--- config.mk ---
export PLATFORM = sky130hd
export DESIGN_NAME = unidade_controle_multiciclo
export DESIGN_NICKNAME = d
export VERILOG_FILES = /design/src/rtl/unidade_controle_multiciclo_pkg.sv /design/src/rtl/unidade_controle_multiciclo_gerador_imediato.sv /design/src/rtl/unidade_controle_multiciclo.sv
export SDC_FILE = /design/constraint.sdc
export NUM_CORES = 1
export LEC_CHECK = 0
export ABC_AREA = 1
export BUFFER_PORTS_ARGS = -buffer_cell sky130_fd_sc_hd__buf_2
export CAP_MARGIN = 20
export CORE_ASPECT_RATIO = 1.25
export CORE_UTILIZATION = 28
export DETAILED_ROUTE_END_ITERATION = 8
export GPL_TIMING_DRIVEN = 1
export HOLD_SLACK_MARGIN = 0.08
export MAX_ROUTING_LAYER = met4
export PLACE_DENSITY = 0.57
export SYNTH_ARGS = -nofsm -noshare
export SYNTH_HDL_FRONTEND = slang
export SYNTH_SLANG_ARGS = --single-unit
--- constraint.sdc ---
create_clock -name clk -period 3 [get_ports clk]
set_input_delay 0.15 -clock clk [delete_from_list [all_inputs] [get_ports clk]]
set_output_delay 0.15 -clock clk [all_outputs]
set_load 0.05 [all_outputs]
--- src/rtl/unidade_controle_multiciclo_pkg.sv ---
// +--------------------------------------------------------------------------+
// | Module      : ctrl_pkg                                                   |
// | Description : Shared opcodes, FSM state codes, ALU codes and the         |
// |               instruction-class decoder for unidade_controle_multiciclo. |
// | Revision    : 1.0 - initial release                                      |
// +--------------------------------------------------------------------------+
`default_nettype none

package ctrl_pkg;

  // RV64 major opcodes handled by the control unit
  localparam logic [6:0] OPC_LOAD   = 7'b0000011;
  localparam logic [6:0] OPC_STORE  = 7'b0100011;
  localparam logic [6:0] OPC_OP     = 7'b0110011;
  localparam logic [6:0] OPC_OP_IMM = 7'b0010011;
  localparam logic [6:0] OPC_BRANCH = 7'b1100011;
  localparam logic [6:0] OPC_JAL    = 7'b1101111;
  localparam logic [6:0] OPC_JALR   = 7'b1100111;
  localparam logic [6:0] OPC_AUIPC  = 7'b0010111;
  localparam logic [6:0] OPC_SYSTEM = 7'b1110011;

  // Only doubleword loads/stores exist on this datapath
  localparam logic [2:0] F3_DOUBLE = 3'b011;

  // FSM state encodings (exported on the estado debug port)
  localparam logic [2:0] ST_FETCH  = 3'd0;
  localparam logic [2:0] ST_DECODE = 3'd1;
  localparam logic [2:0] ST_EXEC   = 3'd2;
  localparam logic [2:0] ST_MEM    = 3'd3;
  localparam logic [2:0] ST_WB     = 3'd4;
  localparam logic [2:0] ST_HALT   = 3'd7;

  // ALU operation codes
  localparam logic [3:0] ULA_ADD = 4'b0000;
  localparam logic [3:0] ULA_SUB = 4'b0001;
  localparam logic [3:0] ULA_SLT = 4'b0010;
  localparam logic [3:0] ULA_EQU = 4'b0011;
  localparam logic [3:0] ULA_AND = 4'b0100;
  localparam logic [3:0] ULA_OR  = 4'b0101;
  localparam logic [3:0] ULA_XOR = 4'b0110;

  // rd source select
  localparam logic [1:0] RD_ULA = 2'b00;
  localparam logic [1:0] RD_MEM = 2'b01;
  localparam logic [1:0] RD_PC  = 2'b10;

  // Instruction class: decides which states the FSM walks through
  typedef enum logic [2:0] {
    K_NOP    = 3'd0,
    K_ALU    = 3'd1,
    K_LOAD   = 3'd2,
    K_STORE  = 3'd3,
    K_BRANCH = 3'd4,
    K_HALT   = 3'd5
  } kind_t;

  typedef struct packed {
    kind_t      kind;
    logic       illegal;
    logic [3:0] op_ula;
    logic       sign;
    logic       ula_entry;
    logic [1:0] op_type;
    logic       branch;
    logic       auipc;
    logic       jal;
    logic       jalr;
  } decode_t;

  // Maps opcode/funct3/funct7[5] to the datapath controls. Illegal encodings
  // come back as an all-zero NOP with the illegal flag raised.
  function automatic decode_t decode_instr(input logic [6:0] opcode,
                                           input logic [2:0] funct3,
                                           input logic       f7b5);
    decode_t d;
    d.kind      = K_NOP;
    d.illegal   = 1'b0;
    d.op_ula    = ULA_ADD;
    d.sign      = 1'b0;
    d.ula_entry = 1'b0;
    d.op_type   = RD_ULA;
    d.branch    = 1'b0;
    d.auipc     = 1'b0;
    d.jal       = 1'b0;
    d.jalr      = 1'b0;
    case (opcode)
      OPC_OP, OPC_OP_IMM: begin
        d.kind      = K_ALU;
        d.ula_entry = (opcode == OPC_OP);
        case (funct3)
          3'b000: d.op_ula = (opcode == OPC_OP && f7b5) ? ULA_SUB : ULA_ADD;
          3'b010: begin d.op_ula = ULA_SLT; d.sign = 1'b1; end
          3'b011: d.op_ula = ULA_SLT;
          3'b100: d.op_ula = ULA_XOR;
          3'b110: d.op_ula = ULA_OR;
          3'b111: d.op_ula = ULA_AND;
          default: d.illegal = 1'b1;   // shift encodings have no ula operation
        endcase
      end
      OPC_LOAD: begin
        d.kind    = K_LOAD;
        d.op_type = RD_MEM;
        d.sign    = 1'b1;
        d.illegal = (funct3 != F3_DOUBLE);
      end
      OPC_STORE: begin
        d.kind    = K_STORE;
        d.illegal = (funct3 != F3_DOUBLE);
      end
      OPC_BRANCH: begin
        d.kind      = K_BRANCH;
        d.branch    = 1'b1;
        d.ula_entry = 1'b1;
        case (funct3)
          3'b000, 3'b001: d.op_ula = ULA_EQU;
          3'b100, 3'b101: begin d.op_ula = ULA_SLT; d.sign = 1'b1; end
          3'b110, 3'b111: d.op_ula = ULA_SLT;
          default:        d.illegal = 1'b1;
        endcase
      end
      OPC_JAL:    begin d.kind = K_ALU; d.op_type = RD_PC; d.jal   = 1'b1; end
      OPC_JALR:   begin d.kind = K_ALU; d.op_type = RD_PC; d.jalr  = 1'b1; end
      OPC_AUIPC:  begin d.kind = K_ALU; d.op_type = RD_PC; d.auipc = 1'b1; end
      OPC_SYSTEM: d.kind = K_HALT;
      default:    d.illegal = 1'b1;
    endcase
    if (d.illegal) begin
      d.kind      = K_NOP;
      d.op_ula    = ULA_ADD;
      d.sign      = 1'b0;
      d.ula_entry = 1'b0;
      d.op_type   = RD_ULA;
      d.branch    = 1'b0;
      d.auipc     = 1'b0;
      d.jal       = 1'b0;
      d.jalr      = 1'b0;
    end
    return d;
  endfunction

endpackage

`default_nettype wire

--- src/rtl/unidade_controle_multiciclo_gerador_imediato.sv ---
// +--------------------------------------------------------------------------+
// | Module      : gerador_imediato                                           |
// | Description : Combinational immediate generator (I/S/B/U/J formats),     |
// |               sign-extended from the format's top bit to BITS+1.         |
// | Revision    : 1.0 - initial release                                      |
// +--------------------------------------------------------------------------+
`default_nettype none

module gerador_imediato
  import ctrl_pkg::*;
#(
  parameter int BITS = 63
) (
  input  logic [31:0]   i_instr,
  output logic [BITS:0] o_imm
);

  localparam int c_W = BITS + 1;

  // Format chosen by opcode; everything not S/B/U/J uses the I layout
  always_comb begin
    o_imm = {{(c_W-12){i_instr[31]}}, i_instr[31:20]};
    case (i_instr[6:0])
      OPC_STORE:  o_imm = {{(c_W-12){i_instr[31]}}, i_instr[31:25], i_instr[11:7]};
      OPC_BRANCH: o_imm = {{(c_W-13){i_instr[31]}}, i_instr[31], i_instr[7],
                           i_instr[30:25], i_instr[11:8], 1'b0};
      OPC_AUIPC:  o_imm = {{(c_W-32){i_instr[31]}}, i_instr[31:12], 12'b0};
      OPC_JAL:    o_imm = {{(c_W-21){i_instr[31]}}, i_instr[31], i_instr[19:12],
                           i_instr[20], i_instr[30:21], 1'b0};
      default:    ;
    endcase
  end

endmodule

`default_nettype wire

--- src/rtl/unidade_controle_multiciclo.sv ---
// +--------------------------------------------------------------------------+
// | Module      : unidade_controle_multiciclo                                |
// | Description : Multicycle FSM control unit for the RV64 datapath.         |
// |               FETCH -> DECODE -> EXEC -> [MEM] -> WB, HALT absorbing.    |
// |               Optional macro CTRL_ILLEGAL_TRAP_EN: illegal instructions  |
// |               halt the core and raise erro_instr (otherwise a NOP).      |
// | Revision    : 1.0 - initial release                                      |
// +--------------------------------------------------------------------------+
`default_nettype none

module unidade_controle_multiciclo
  import ctrl_pkg::*;
#(
  parameter int BITS = 63
) (
  input  logic          clk,
  input  logic          reset,
  input  logic [31:0]   instru,
  output logic          load_en,
  output logic          store_en,
  output logic [3:0]    op_ula,
  output logic [1:0]    operation_type,
  output logic          ula_entry,
  output logic          branch,
  output logic          auipc,
  output logic          jal,
  output logic          jalr,
  output logic          sign,
  output logic [BITS:0] imm_ext,
  output logic          pc_en,
  output logic          halted,
`ifdef CTRL_ILLEGAL_TRAP_EN
  output logic          erro_instr,
`endif
  output logic [2:0]    estado
);

  logic [2:0]    r_state;
  logic [2:0]    w_next;
  logic [31:0]   r_ir;
  kind_t         r_kind;
  logic [3:0]    r_op_ula;
  logic [1:0]    r_op_type;
  logic          r_ula_entry;
  logic          r_sign;
  logic          r_branch;
  logic          r_auipc;
  logic          r_jal;
  logic          r_jalr;
  logic [BITS:0] r_imm;
  logic [BITS:0] w_imm;
  decode_t       w_dec;
  logic          w_goto_halt;

  gerador_imediato #(.BITS(BITS)) u_imm (
    .i_instr (r_ir),
    .o_imm   (w_imm)
  );

  // Decode the latched instruction word
  always_comb begin
    w_dec = decode_instr(r_ir[6:0], r_ir[14:12], r_ir[30]);
  end

`ifdef CTRL_ILLEGAL_TRAP_EN
  assign w_goto_halt = (w_dec.kind == K_HALT) || w_dec.illegal;

  logic r_erro;

  // Sticky illegal-instruction flag, captured when the trap is taken
  always_ff @(posedge clk or posedge reset) begin
    if (reset)
      r_erro <= 1'b0;
    else if (r_state == ST_DECODE && w_dec.illegal)
      r_erro <= 1'b1;
  end

  assign erro_instr = r_erro;
`else
  // Illegal words are already mapped to K_NOP by the decoder
  assign w_goto_halt = (w_dec.kind == K_HALT) && !w_dec.illegal;
`endif

  // Next-state selection: the instruction class decides which states are visited
  always_comb begin
    w_next = r_state;
    case (r_state)
      ST_FETCH:  w_next = ST_DECODE;
      ST_DECODE: w_next = w_goto_halt ? ST_HALT : ST_EXEC;
      ST_EXEC: begin
        case (r_kind)
          K_ALU:             w_next = ST_WB;
          K_LOAD, K_STORE:   w_next = ST_MEM;
          default:           w_next = ST_FETCH;  // branch and NOP end here
        endcase
      end
      ST_MEM:    w_next = (r_kind == K_LOAD) ? ST_WB : ST_FETCH;
      ST_WB:     w_next = ST_FETCH;
      ST_HALT:   w_next = ST_HALT;
      default:   w_next = ST_FETCH;
    endcase
  end

  // State register; reset aborts any instruction in flight
  always_ff @(posedge clk or posedge reset) begin
    if (reset)
      r_state <= ST_FETCH;
    else
      r_state <= w_next;
  end

  // Instruction register, loaded once per instruction
  always_ff @(posedge clk or posedge reset) begin
    if (reset)
      r_ir <= 32'd0;
    else if (r_state == ST_FETCH)
      r_ir <= instru;
  end

  // Decoded controls, held stable from EXEC until the next DECODE
  always_ff @(posedge clk or posedge reset) begin
    if (reset) begin
      r_kind      <= K_NOP;
      r_op_ula    <= ULA_ADD;
      r_op_type   <= RD_ULA;
      r_ula_entry <= 1'b0;
      r_sign      <= 1'b0;
      r_branch    <= 1'b0;
      r_auipc     <= 1'b0;
      r_jal       <= 1'b0;
      r_jalr      <= 1'b0;
      r_imm       <= '0;
    end else if (r_state == ST_DECODE) begin
      r_kind      <= w_dec.kind;
      r_op_ula    <= w_dec.op_ula;
      r_op_type   <= w_dec.op_type;
      r_ula_entry <= w_dec.ula_entry;
      r_sign      <= w_dec.sign;
      r_branch    <= w_dec.branch;
      r_auipc     <= w_dec.auipc;
      r_jal       <= w_dec.jal;
      r_jalr      <= w_dec.jalr;
      r_imm       <= w_imm;
    end
  end

  // Pulses are decoded from the state register so they last exactly one cycle
  // and vanish the moment reset forces the FSM back to FETCH.
  assign load_en  = (r_state == ST_WB);
  assign store_en = (r_state == ST_MEM) && (r_kind == K_STORE);
  assign pc_en    = (r_state == ST_WB)
                 || ((r_state == ST_MEM)  && (r_kind == K_STORE))
                 || ((r_state == ST_EXEC) && ((r_kind == K_BRANCH) || (r_kind == K_NOP)));
  assign halted   = (r_state == ST_HALT);
  assign estado   = r_state;

  assign op_ula         = r_op_ula;
  assign operation_type = r_op_type;
  assign ula_entry      = r_ula_entry;
  assign sign           = r_sign;
  assign branch         = r_branch;
  assign auipc          = r_auipc;
  assign jal            = r_jal;
  assign jalr           = r_jalr;
  assign imm_ext        = r_imm;

endmodule

`default_nettype wire

**After elaboration in Yosys (flattened, before gate mapping)**

Cells that the tools add are included.

- Bits in registers: 82
- Input port bits: 34
- Output and inout bits: 83
- Logic and storage cells: 86

- Eq/ne operators: 27
- Muxes and demuxes: 24
- Reduce and logical (&&, ||, !) cells: 23

Operators by type and width:

| operator | number |
|---|---|
| $pmux 31 s4 | 1 |
| $pmux 3 s5 | 3 |
| $eq 7x7->1 const B | 4 |
| $eq 3x3->1 const B | 8 |
| $eq 3x2->1 const B | 6 |
| $eq 7x5->1 const B | 2 |
| $eq 7x6->1 const B | 2 |
| $mux 12 | 1 |
| $reduce_or 2->1 | 6 |
| $reduce_or 6->1 | 2 |
| $eq 3x1->1 const B | 3 |
| $logic_not 3->1 | 3 |
| $mux 1 | 9 |
| $mux 3 | 3 |
| $pmux 2 s2 | 2 |
| $pmux 4 s2 | 1 |
| $reduce_or 4->1 | 2 |
| $eq 7x2->1 const B | 1 |
| $pmux 3 s2 | 1 |
| $reduce_or 5->1 | 1 |
| $logic_and 1x1->1 | 4 |
| $pmux 1 s4 | 1 |
| $logic_or 1x1->1 | 3 |
| $ne 3x2->1 const B | 1 |
| other kinds (4) | 4 |

**Logic depth before layout (Yosys ltp)**

Gate-level depths: netlist (run 1).

- Word-level depth: 9
- Gate-level depth with buffers: 11

**Modules after synthesis**

A second synthesis (run 1) with hierarchy kept.

- Cells, all modules: 639
- Area total of the unflattened synthesis: 5405.2 sq um

Modules (own cells, without submodules):

| module | times used | cells each | area each (sq um) | seq. area each (sq um) |
|---|---|---|---|---|
| unidade_controle_multiciclo | 1 | 500 | 4654.5 | 2827.7 |
| gerador_imediato | 1 | 139 | 750.7 | 0.0 |

**Worst setup path before layout (run 1)**

OpenSTA, ideal clock, no wires.

- Kind: reg2out
- Start point: register r_state[2] (netlist: estado[2])
- End point: output port pc_en
- Arrival: 2.707 ns
- Setup slack: 0.143 ns
- Cell stages (with the launch flop): 4
- Cell sequence: dfrtp_1 > inv_1 > nand3_1 > o311ai_0

- Word-level cells in the longest chain between the ends: 4

RTL lines:

| what | RTL line | source |
|---|---|---|
| from (decl) | unidade_controle_multiciclo.sv:38 | `logic [2:0] r_state;` |
| from (signal assigned) | unidade_controle_multiciclo.sv:109 | `r_state <= w_next;` |
| $eq 3x2->1 | unidade_controle_multiciclo.sv:152 | `\|\| ((r_state == ST_MEM) && (r_kind == K_STORE))` |
| $logic_and 1x1->1 | unidade_controle_multiciclo.sv:152 |  |
| $logic_or 1x1->1 | unidade_controle_multiciclo.sv:152 |  |
| $logic_or 1x1->1 * | unidade_controle_multiciclo.sv:153 | `\|\| ((r_state == ST_EXEC) && ((r_kind == K_BRANCH) \|\| (r_kind == K_NOP)));` |
| to (decl) | unidade_controle_multiciclo.sv:30 | `output logic pc_en,` |

Every way passes the cells marked *; elsewhere a longest branch is shown, timed or not.

**Final worst setup path (run 1)**

- Start point: register r_ir[3]
- End point: register r_imm[24] (netlist: imm_ext[24])

- Word-level cells in the longest chain between the ends: 2

RTL lines:

| what | RTL line | source |
|---|---|---|
| from (decl) | unidade_controle_multiciclo.sv:40 | `logic [31:0] r_ir;` |
| from (signal assigned) | unidade_controle_multiciclo.sv:117 | `r_ir <= instru;` |
| $eq 7x7->1 (tied with other cells) | unidade_controle_multiciclo_gerador_imediato.sv:23 | `case (i_instr[6:0])` |
| $pmux 31 s4 * | unidade_controle_multiciclo_gerador_imediato.sv:23 |  |
| to (signal assigned) | unidade_controle_multiciclo.sv:143 | `r_imm <= w_imm;` |
| to (decl) | unidade_controle_multiciclo.sv:50 | `logic [BITS:0] r_imm;` |

Marks and branches as above.
A chain may end at the register's enable or synchronous reset.

==> results.yml, run 1 <==
route:
  wl_per_cell_um: 13.10
  maxUsedRoutingLayer: "met4"
  drt_iter0_drc: 198
  dr.pass1.iters: 4
  route.met3.wl_um: 417
  totalWireLength_um: 9866
  wl_met1_um: 4590
  via_count: 3407
  antenna_left: 0
  viasPerCell: 4.525
  dr_wl_met2_um: 4711
  drc_errors: 0
place:
  dp_hpwl_um: 7194
  place_congestion: 0.8383
  numPortBuffers: 115
global_routing:
  antenna_found_initial: 0
  grt_pass1_vias: 3225
  grt_pass1_wl_um: 16280
  grt_overflow_total: 0
  grt_usage_pct: 14.68
  grt_max_degree: 47
yosys:
  synth_top_family_by_area: "simple AND/OR/NAND/NOR gates"
  synth_top_flop_cell: "dfrtp_1"
  syn_area_um2: 3991
  synth_edf_count: 0
  synth_cell_type_count: 34
  synthAdderAreaFrac_pct: 0
  synth-simple-area-share_pct: 24.67
  synth_xor_area_share_pct: 0
  synth_seq_cells: 81
  async_reset_ff_share_pct: 100.0
  syn_avg_cell_area_um2: 8.528
  syn_nets: 502
  synth-compound-area-share_pct: 9.530
  synth_top_area_share_pct: 50.78
  yosys.area.top_type: "dfrtp_1"
  synth_warnings: 0
  ys_top_cells_by_area: "dfrtp_1, nand2_1, buf_4"
  ys_seq_area_share_pct: 50.78
  muxShareOfSynthArea_pct: 3.103
  synthCells: 468
sta:
  max_freq_ghz: 0.4969
  clock-skew-final_ns: 0.005439
  worst_pin_slew_ns: 0.7775
  relSlewSlack_pct: 48.16
  maxSlewViolCount: 0
  rsz0062_at_grt: "no"
  fin_crit_ns: 2.013
  setup_tns_ns: 0
  final-setup-viol-count: 0
  period_share_pct: 67.09
  finalHoldViolations: 0
final_layout:
  final-seq-area_um2: 2027
  final_common_cell: "nand2_1"
  syn_to_final_growth_pct: 26.30
  layout-drive-gt1-share_pct: 29.07
  n_antenna_cell: 0
  fillers: 1427
  multi_input_area_um2: 1501
  final_cell_mix: "nand2_1, buf_2, dfrtp_1, nor2_1, a21oi_1"
  nets: 607
floorplanning:
  die-width_um: 108.8
  io-pin-count: 117
  core_area_um2: 13870
  die_h_um: 135.5
  start_util_pct: 28.77
  rows: 48
  die_area_um2: 14740
clocking:
  cts_resized: 0
  cts_tree: "yes"
  hold_buffers: 26
  clk_latency_ns: 0.33
  post-cts-setup-buffer-count: 0
  clockBufferDepth: 2
  h-tree-depth: 3
  cts_made_buffers: 9
  cts_sinks: 81
  clkTransAtPathRegs_ns: 0.06
  cts-root-buf: "clkbuf_16"
worst_setup_path:
  reg2regPathDepth: 9
  reg2reg_from: "r_ir[3]$_DFFE_PP0P_"
  timing.rr.end: "imm_ext[24]$_DFFE_PP0P_"
  crit_type: "reg2reg"
  r2r_setup_slack_ns: 0.99
  cp-endpoint: "imm_ext[24]$_DFFE_PP0P_"
  critPathMaxFanout: 11
  critPathLaunchType: "register"
  crit_arrival_ns: 2.28
  cp-end-kind: "register"
  worstPathRequired_ns: 3.27
  startpoint: "r_ir[3]$_DFFE_PP0P_"
hold_path:
  min_path_type: "in2reg"
outcome:
  status: "finished clean"
run:
  maxCapViolations: 0
## critical path, stage by stage, from the launching register on
cell and delay, ns:
dfrtp_1 0.41, inv_2 0.07, nand2_1 0.04, nor2_1 0.49, nand3_1 0.18, a21oi_2 0.49, nor2_1 0.08, nand2_1 0.08
nand2_1 0.05, nand2_1 0.07
## synthesized netlist by cell type (all sizes together) (3+ instances only)
master and instances:
a21oi 33, buf 44, clkbuf 7, dfrtp 81, inv 35, mux2 11, nand2 123, nand3 18
nand4 3, nor2 71, nor3 10, o21ai 10, o22a 8, o31ai 6
## layout make-up
class | instances | share of cell area [%]
flip-flops and latches | 81 | 40.21
multi-input cells | 301 | 29.78
repair buffers | 145 | 17.42
clock buffers | 11 | 5.014
well taps | 175 | 4.344
inverters | 35 | 2.631
clock inverters | 5 | 0.5957
## cells by family (layout without fill, tap and decap cells)
kind of cell	after synthesis	count (layout)
DFF	81	81
muxes	11	11
and+or+nand+nor	227	227
other	1	1
buffers and inverters	86	196
AOI/OAI and AO/OA	62	62
## layer usage
metal / track usage, % / vias up
li1: - / 1676
met4: 5.480 / 0
met1: 18.57 / 1614
met5: - / -
met3: 2.694 / 9
met2: 23.28 / 108
## state kept, by name, summed over array words and instances (netlist names)
name            flops
imm_ext            32
r_ir               32
estado              3
op_ula              3
r_kind              3
operation_type      2
auipc               1
branch              1
jal                 1
jalr                1
sign                1
ula_entry           1
## how the worst min path moves through the flow
stage | start | end | slack (ns) | depth (start not counted)
finish | instru[3] | r_ir[3]$_DFFE_PP0P_ | 0.09 | 3
global route | instru[13] | r_ir[13]$_DFFE_PP0P_ | 0.11 | 3
CTS | instru[20] | r_ir[20]$_DFFE_PP0P_ | 0.08 | 3
detailed placement | reset | r_ir[16]$_DFFE_PP0P_ | 0.24 | 2
global placement | instru[19] | r_ir[19]$_DFFE_PP0P_ | 0.39 | 2
floorplan | instru[10] | r_ir[10]$_DFFE_PP0P_ | 0.30 | 1
## through the flow
step | util, % | instances | area [µm²] | setup slack, ns | hold slack [ns]
floorplan | - | 468 | 3991 | 0.1433 | 0.3005
global placement | 32.28 | 710 | 4478 | 1.114 | 0.3867
detailed placement | 32.42 | 711 | 4498 | 1.034 | 0.2433
CTS | 36.34 | 753 | 5041 | 1.020 | 0.08346
global route | 36.34 | 753 | 5041 | 0.6921 | 0.1101
finish | 36.34 | 753 | 5041 | 0.9873 | 0.09037
Power of run 1 is left out: the tool's default activity adds up to more than one toggle a clock period on the data nets, which glitch-free logic cannot reach.
==> inputs of run 2 (changes only) <==
- clock period: 3 -> 1.9 ns (I/O delays scaled with it)
==> results.yml, run 2 (synthesis gave the netlist of run 1 again) <==
clocking:
  post-cts-setup-buffer-count: 0
  cts_made_buffers: 9
  h-tree-depth: 3
  clk_latency_ns: 0.34
  cts-root-buf: "clkbuf_16"
  cts_tree: "yes"
  cts_sinks: 81
  clkTransAtPathRegs_ns: 0.06
  cts_resized: 0
  clockBufferDepth: 2
sta:
  fin_crit_ns: 1.701
  finalHoldViolations: 0
  relSlewSlack_pct: 55.89
  setup_tns_ns: 0
  maxSlewViolCount: 0
  period_share_pct: 89.51
  worst_pin_slew_ns: 0.6616
  max_freq_ghz: 0.5880
  clock-skew-final_ns: 0.005973
  rsz0062_at_grt: "no"
  final-setup-viol-count: 0
route:
  totalWireLength_um: 10350
  wl_per_cell_um: 13.52
  dr.pass1.iters: 4
  viasPerCell: 4.536
  drc_errors: 0
  antenna_left: 0
  via_count: 3470
  drt_iter0_drc: 167
final_layout:
  nets: 619
  final_common_cell: "nand2_1"
  fin_util_pct: 37.87
  fin_cells: 765
  final_cell_mix: "nand2_1, buf_2, dfrtp_1, nor2_1, dlygate4sd3_1"
  fin_area_um2: 5254
  n_antenna_cell: 0
  layout-drive-gt1-share_pct: 29.49
  syn_to_final_growth_pct: 31.63
worst_setup_path:
  worstPathRequired_ns: 1.80
  reg2reg_from: "r_ir[5]$_DFFE_PP0P_"
  critPathMaxFanout: 5
  reg2regPathDepth: 8
  crit_arrival_ns: 1.61
  cp-end-kind: "output pin"
  timing.rr.end: "imm_ext[24]$_DFFE_PP0P_"
  r2r_setup_slack_ns: 0.34
  critPathLaunchType: "register"
  crit_type: "reg2out"
global_routing:
  grt_overflow_total: 0
  met1_usage_pct: 19.58
  antenna_found_initial: 0
  grt_pass1_vias: 3393
  grt_usage_pct: 15.54
  grt_max_degree: 49
  grt_use_met3_pct: 2.213
  grtUsageMet2_pct: 24.86
  grt.busiest_layer: "met2"
  grt_pass1_wl_um: 17130
place:
  place_area_um2: 4571
  place_congestion: 0.8860
  place_inst: 716
  numPortBuffers: 115
  dp_hpwl_um: 7512
outcome:
  status: "finished clean"
floorplanning:
  start_util_pct: 28.77
  die_h_um: 135.5
  core_area_um2: 13870
  die-width_um: 108.8
  die_area_um2: 14740
  rows: 48
  io-pin-count: 117
hold_path:
  min_path_type: "in2async"
run:
  maxCapViolations: 0
run 2: worst max path at each step:
stage,depth (start not counted),to,start,slack (ns)
2_1_floorplan,4,estado[2]$_DFF_PP0_,estado[2]$_DFF_PP0_,0.003
3_3_place_gp,11,imm_ext[22]$_DFFE_PP0P_,r_ir[3]$_DFFE_PP0P_,0.37
3_5_place_dp,8,imm_ext[26]$_DFFE_PP0P_,r_ir[5]$_DFFE_PP0P_,0.34
4_1_cts,4,pc_en,estado[2]$_DFF_PP0_,0.19
5_1_grt,1,imm_ext[62],imm_ext[31]$_DFFE_PP0P_,0.03
6_report,4,pc_en,estado[2]$_DFF_PP0_,0.20
run 2: worst max-delay path, cell delays in order, from the launching register on:
cell and delay, ns:
dfrtp_1 0.45, inv_1 0.14, nand3_1 0.15, o311ai_2 0.23
buf_2 0.30
run 2: metal layers:
| layer | share of wire, % | wire [µm] |
|---|---|---|
| met5 | 0 | 0 |
| met4 | 1.8 | 188 |
| met3 | 4.1 | 427 |
| met2 | 47 | 4913 |
| met1 | 47 | 4816 |
run 2: cell type report:
| cell class | instances | area (µm²) |
|---|---|---|
| fill | 1416 | 8620 |
| sequential | 81 | 2027 |
| multi-input combinational | 301 | 1509 |
| timing repair buffer | 157 | 1011 |
| clock buffer | 10 | 239.0 |
| tap | 175 | 219.0 |
| inverter | 35 | 135.1 |
| clock inverter | 6 | 113.9 |
run 2: per-stage QoR:
step | hold slack (ns) | worst slack, ns
detailed placement | 0.1867 | 0.3353
global route | 0.4291 | 0.03006
CTS | 0.3788 | 0.1916
global placement | 0.1727 | 0.3668
floorplan | 0.2455 | 0.003069
finish | 0.3536 | 0.1993
run 2: repair_timing:
item | CTS | global route
endpoints found under the hold margin | 54 | 0
setup endpoints to repair | 0 | 0
hold buffers | 33 | 0
Power of run 2 is left out for the same reason.
==> inputs of run 3 (changes only) <==
- ABC_AREA: 1 -> not set
- PLACE_DENSITY: 0.57 -> 0.58
==> results.yml, run 3 <==
outcome:
  status: "finished clean"
floorplanning:
  start_util_pct: 28.64
  core_area_um2: 13810
  die_h_um: 134.9
  die-width_um: 108.3
  rows: 48
  io-pin-count: 117
  die_area_um2: 14610
yosys:
  synthCells: 385
  async_reset_ff_share_pct: 100.0
  synth_top_flop_cell: "dfrtp_1"
  syn_area_um2: 3956
  synth_most_common_cell: "dfrtp_1"
  syn_nets: 419
  ys_top_cells_by_count: "dfrtp_1, nand2_1, buf_4, mux2_2, o21ai_0"
  syn_avg_cell_area_um2: 10.28
  synth_cell_type_count: 51
  synth_top_area_share_pct: 51.23
  ys_top_cells_by_area: "dfrtp_1, mux2_2, buf_4"
  synth_seq_cells: 81
  synth_warnings: 0
  yosys.area.top_type: "dfrtp_1"
  ys_seq_area_share_pct: 51.23
  synth_edf_count: 0
place:
  place_ws_ns: 0.1869
  numPortBuffers: 115
  place_congestion: 0.8087
  dp_hpwl_um: 7116
  place_area_um2: 4592
final_layout:
  fin_area_um2: 5220
  nets: 541
  layout-drive-gt1-share_pct: 38.28
  final_common_cell: "buf_2"
  n_antenna_cell: 0
  syn_to_final_growth_pct: 31.94
  fillers: 1388
  final_cell_mix: "buf_2, dfrtp_1, nand2_1, dlygate4sd3_1, mux2_2"
worst_setup_path:
  critPathMaxStageDelay_ns: 0.42
  r2r_setup_slack_ns: 0.17
  reg2reg_from: "r_ir[6]$_DFFE_PP0P_"
  critPathMaxFanout: 9
  crit_arrival_ns: 1.71
  crit_type: "reg2out"
  critPathLaunchType: "register"
  crit_path_top_delay_cell: "dfrtp_2"
  worstPathRequired_ns: 1.80
  cp-end-kind: "output pin"
  worstPathCellList: "buf_4 -> or3_1 -> a21oi_2 -> a21o_1 -> buf_6"
  timing.rr.end: "estado[2]$_DFF_PP0_"
  reg2regPathDepth: 5
clocking:
  clk_latency_ns: 0.34
  cts-root-buf: "clkbuf_16"
  cts_made_buffers: 9
  clockBufferDepth: 2
  cts_tree: "yes"
  clkTransAtPathRegs_ns: 0.06
  cts_sinks: 81
  h-tree-depth: 3
sta:
  finalHoldViolations: 0
  relSlewSlack_pct: 57.51
  final-setup-viol-count: 0
  setup_tns_ns: 0
  worst_pin_slew_ns: 0.6374
  clock-skew-final_ns: 0.009126
  hold-worst-slack_ns: 0.3922
  rsz0062_at_grt: "no"
  fin_crit_ns: 1.803
  period_share_pct: 94.88
  maxSlewViolCount: 0
  setup_slack_ns: 0.09719
  max_freq_ghz: 0.5547
global_routing:
  grt_pass1_vias: 3155
  grt_usage_pct: 14.59
  grt_max_degree: 82
  grt_pass1_wl_um: 15930
  grt_overflow_total: 0
  antenna_found_initial: 0
route:
  viasPerCell: 4.623
  wl_per_cell_um: 14.28
  dr.pass1.iters: 4
  antenna_left: 0
  drc_errors: 0
  totalWireLength_um: 9813
  drt_iter0_drc: 137
  via_count: 3176
run:
  maxCapViolations: 0
hold_path:
  min_path_type: "in2async"
[run 3: through the flow]
stage	util, %	cells
finish	37.79	687
global route	37.79	687
CTS	37.74	687
detailed placement	33.24	638
global placement	33.24	638
floorplan	-	385
[run 3: repair_timing]
| action | in CTS | in global routing |
|---|---|---|
| gates resized for setup | 1 | 2 |
| pin swaps | 0 | 1 |
| hold buffers | 33 | 0 |
| buffers inserted | 0 | 0 |
| cloned | 0 | 0 |
| hold endpoints to repair | 113 | 0 |
| endpoints found under the setup margin | 1 | 1 |
[run 3: worst max-delay path by stage]
stage / start / endpoint / slack (ns) / depth (start not counted)
after floorplan: estado[1]$_DFF_PP0_ / pc_en / -0.10 / 3
after global placement: r_ir[6]$_DFFE_PP0P_ / sign$_DFFE_PP0P_ / 0.20 / 5
after detailed placement: estado[2]$_DFF_PP0_ / imm_ext[11]$_DFFE_PP0P_ / 0.19 / 4
after CTS: estado[0]$_DFF_PP0_ / pc_en / 0.03 / 5
after global routing: estado[0]$_DFF_PP0_ / pc_en / 0.009 / 5
final: estado[0]$_DFF_PP0_ / pc_en / 0.1 / 5
[run 3: area by class of cell]
cell class	count	area, µm²	share of cell area, %
flip-flops and latches	81	2029	38.88
multi-input cells	244	1565	29.99
repair buffers	169	1107	21.21
clock buffers	10	239.0	4.578
well taps	175	219.0	4.195
clock inverters	6	48.80	0.9348
inverters	2	11.26	0.2157
[run 3: per-layer routing]
metal  global-route usage (%)  vias to the layer above  part of all wire (%)
met2                    23.85                      103                    48
li1                         -                     1545                     -
met5                        -                        -                     0
met3                    2.606                       15                   5.6
met4                    5.856                        0                   1.9
met1                    17.76                     1513                    45
[run 3: cells by family after synthesis]
| logic type | Yosys count | share of synthesized area [%] |
|---|---|---|
| buffers and inverters | 60 | 9.709 |
| AO/OA/AOI/OAI | 79 | 12.02 |
| AND/OR/NAND/NOR | 125 | 16.10 |
| other | 1 | 0.09479 |
| flip-flops | 81 | 51.23 |
| multiplexers | 39 | 10.85 |
[run 3: worst max-delay path: cells and delay by family (launching register included)]
family / cells / cell delay [ns]
compound gates: 2 / 0.26
flops: 1 / 0.42
buf+inv: 2 / 0.31
simple gates: 1 / 0.38
Power of run 3 is left out for the same reason.
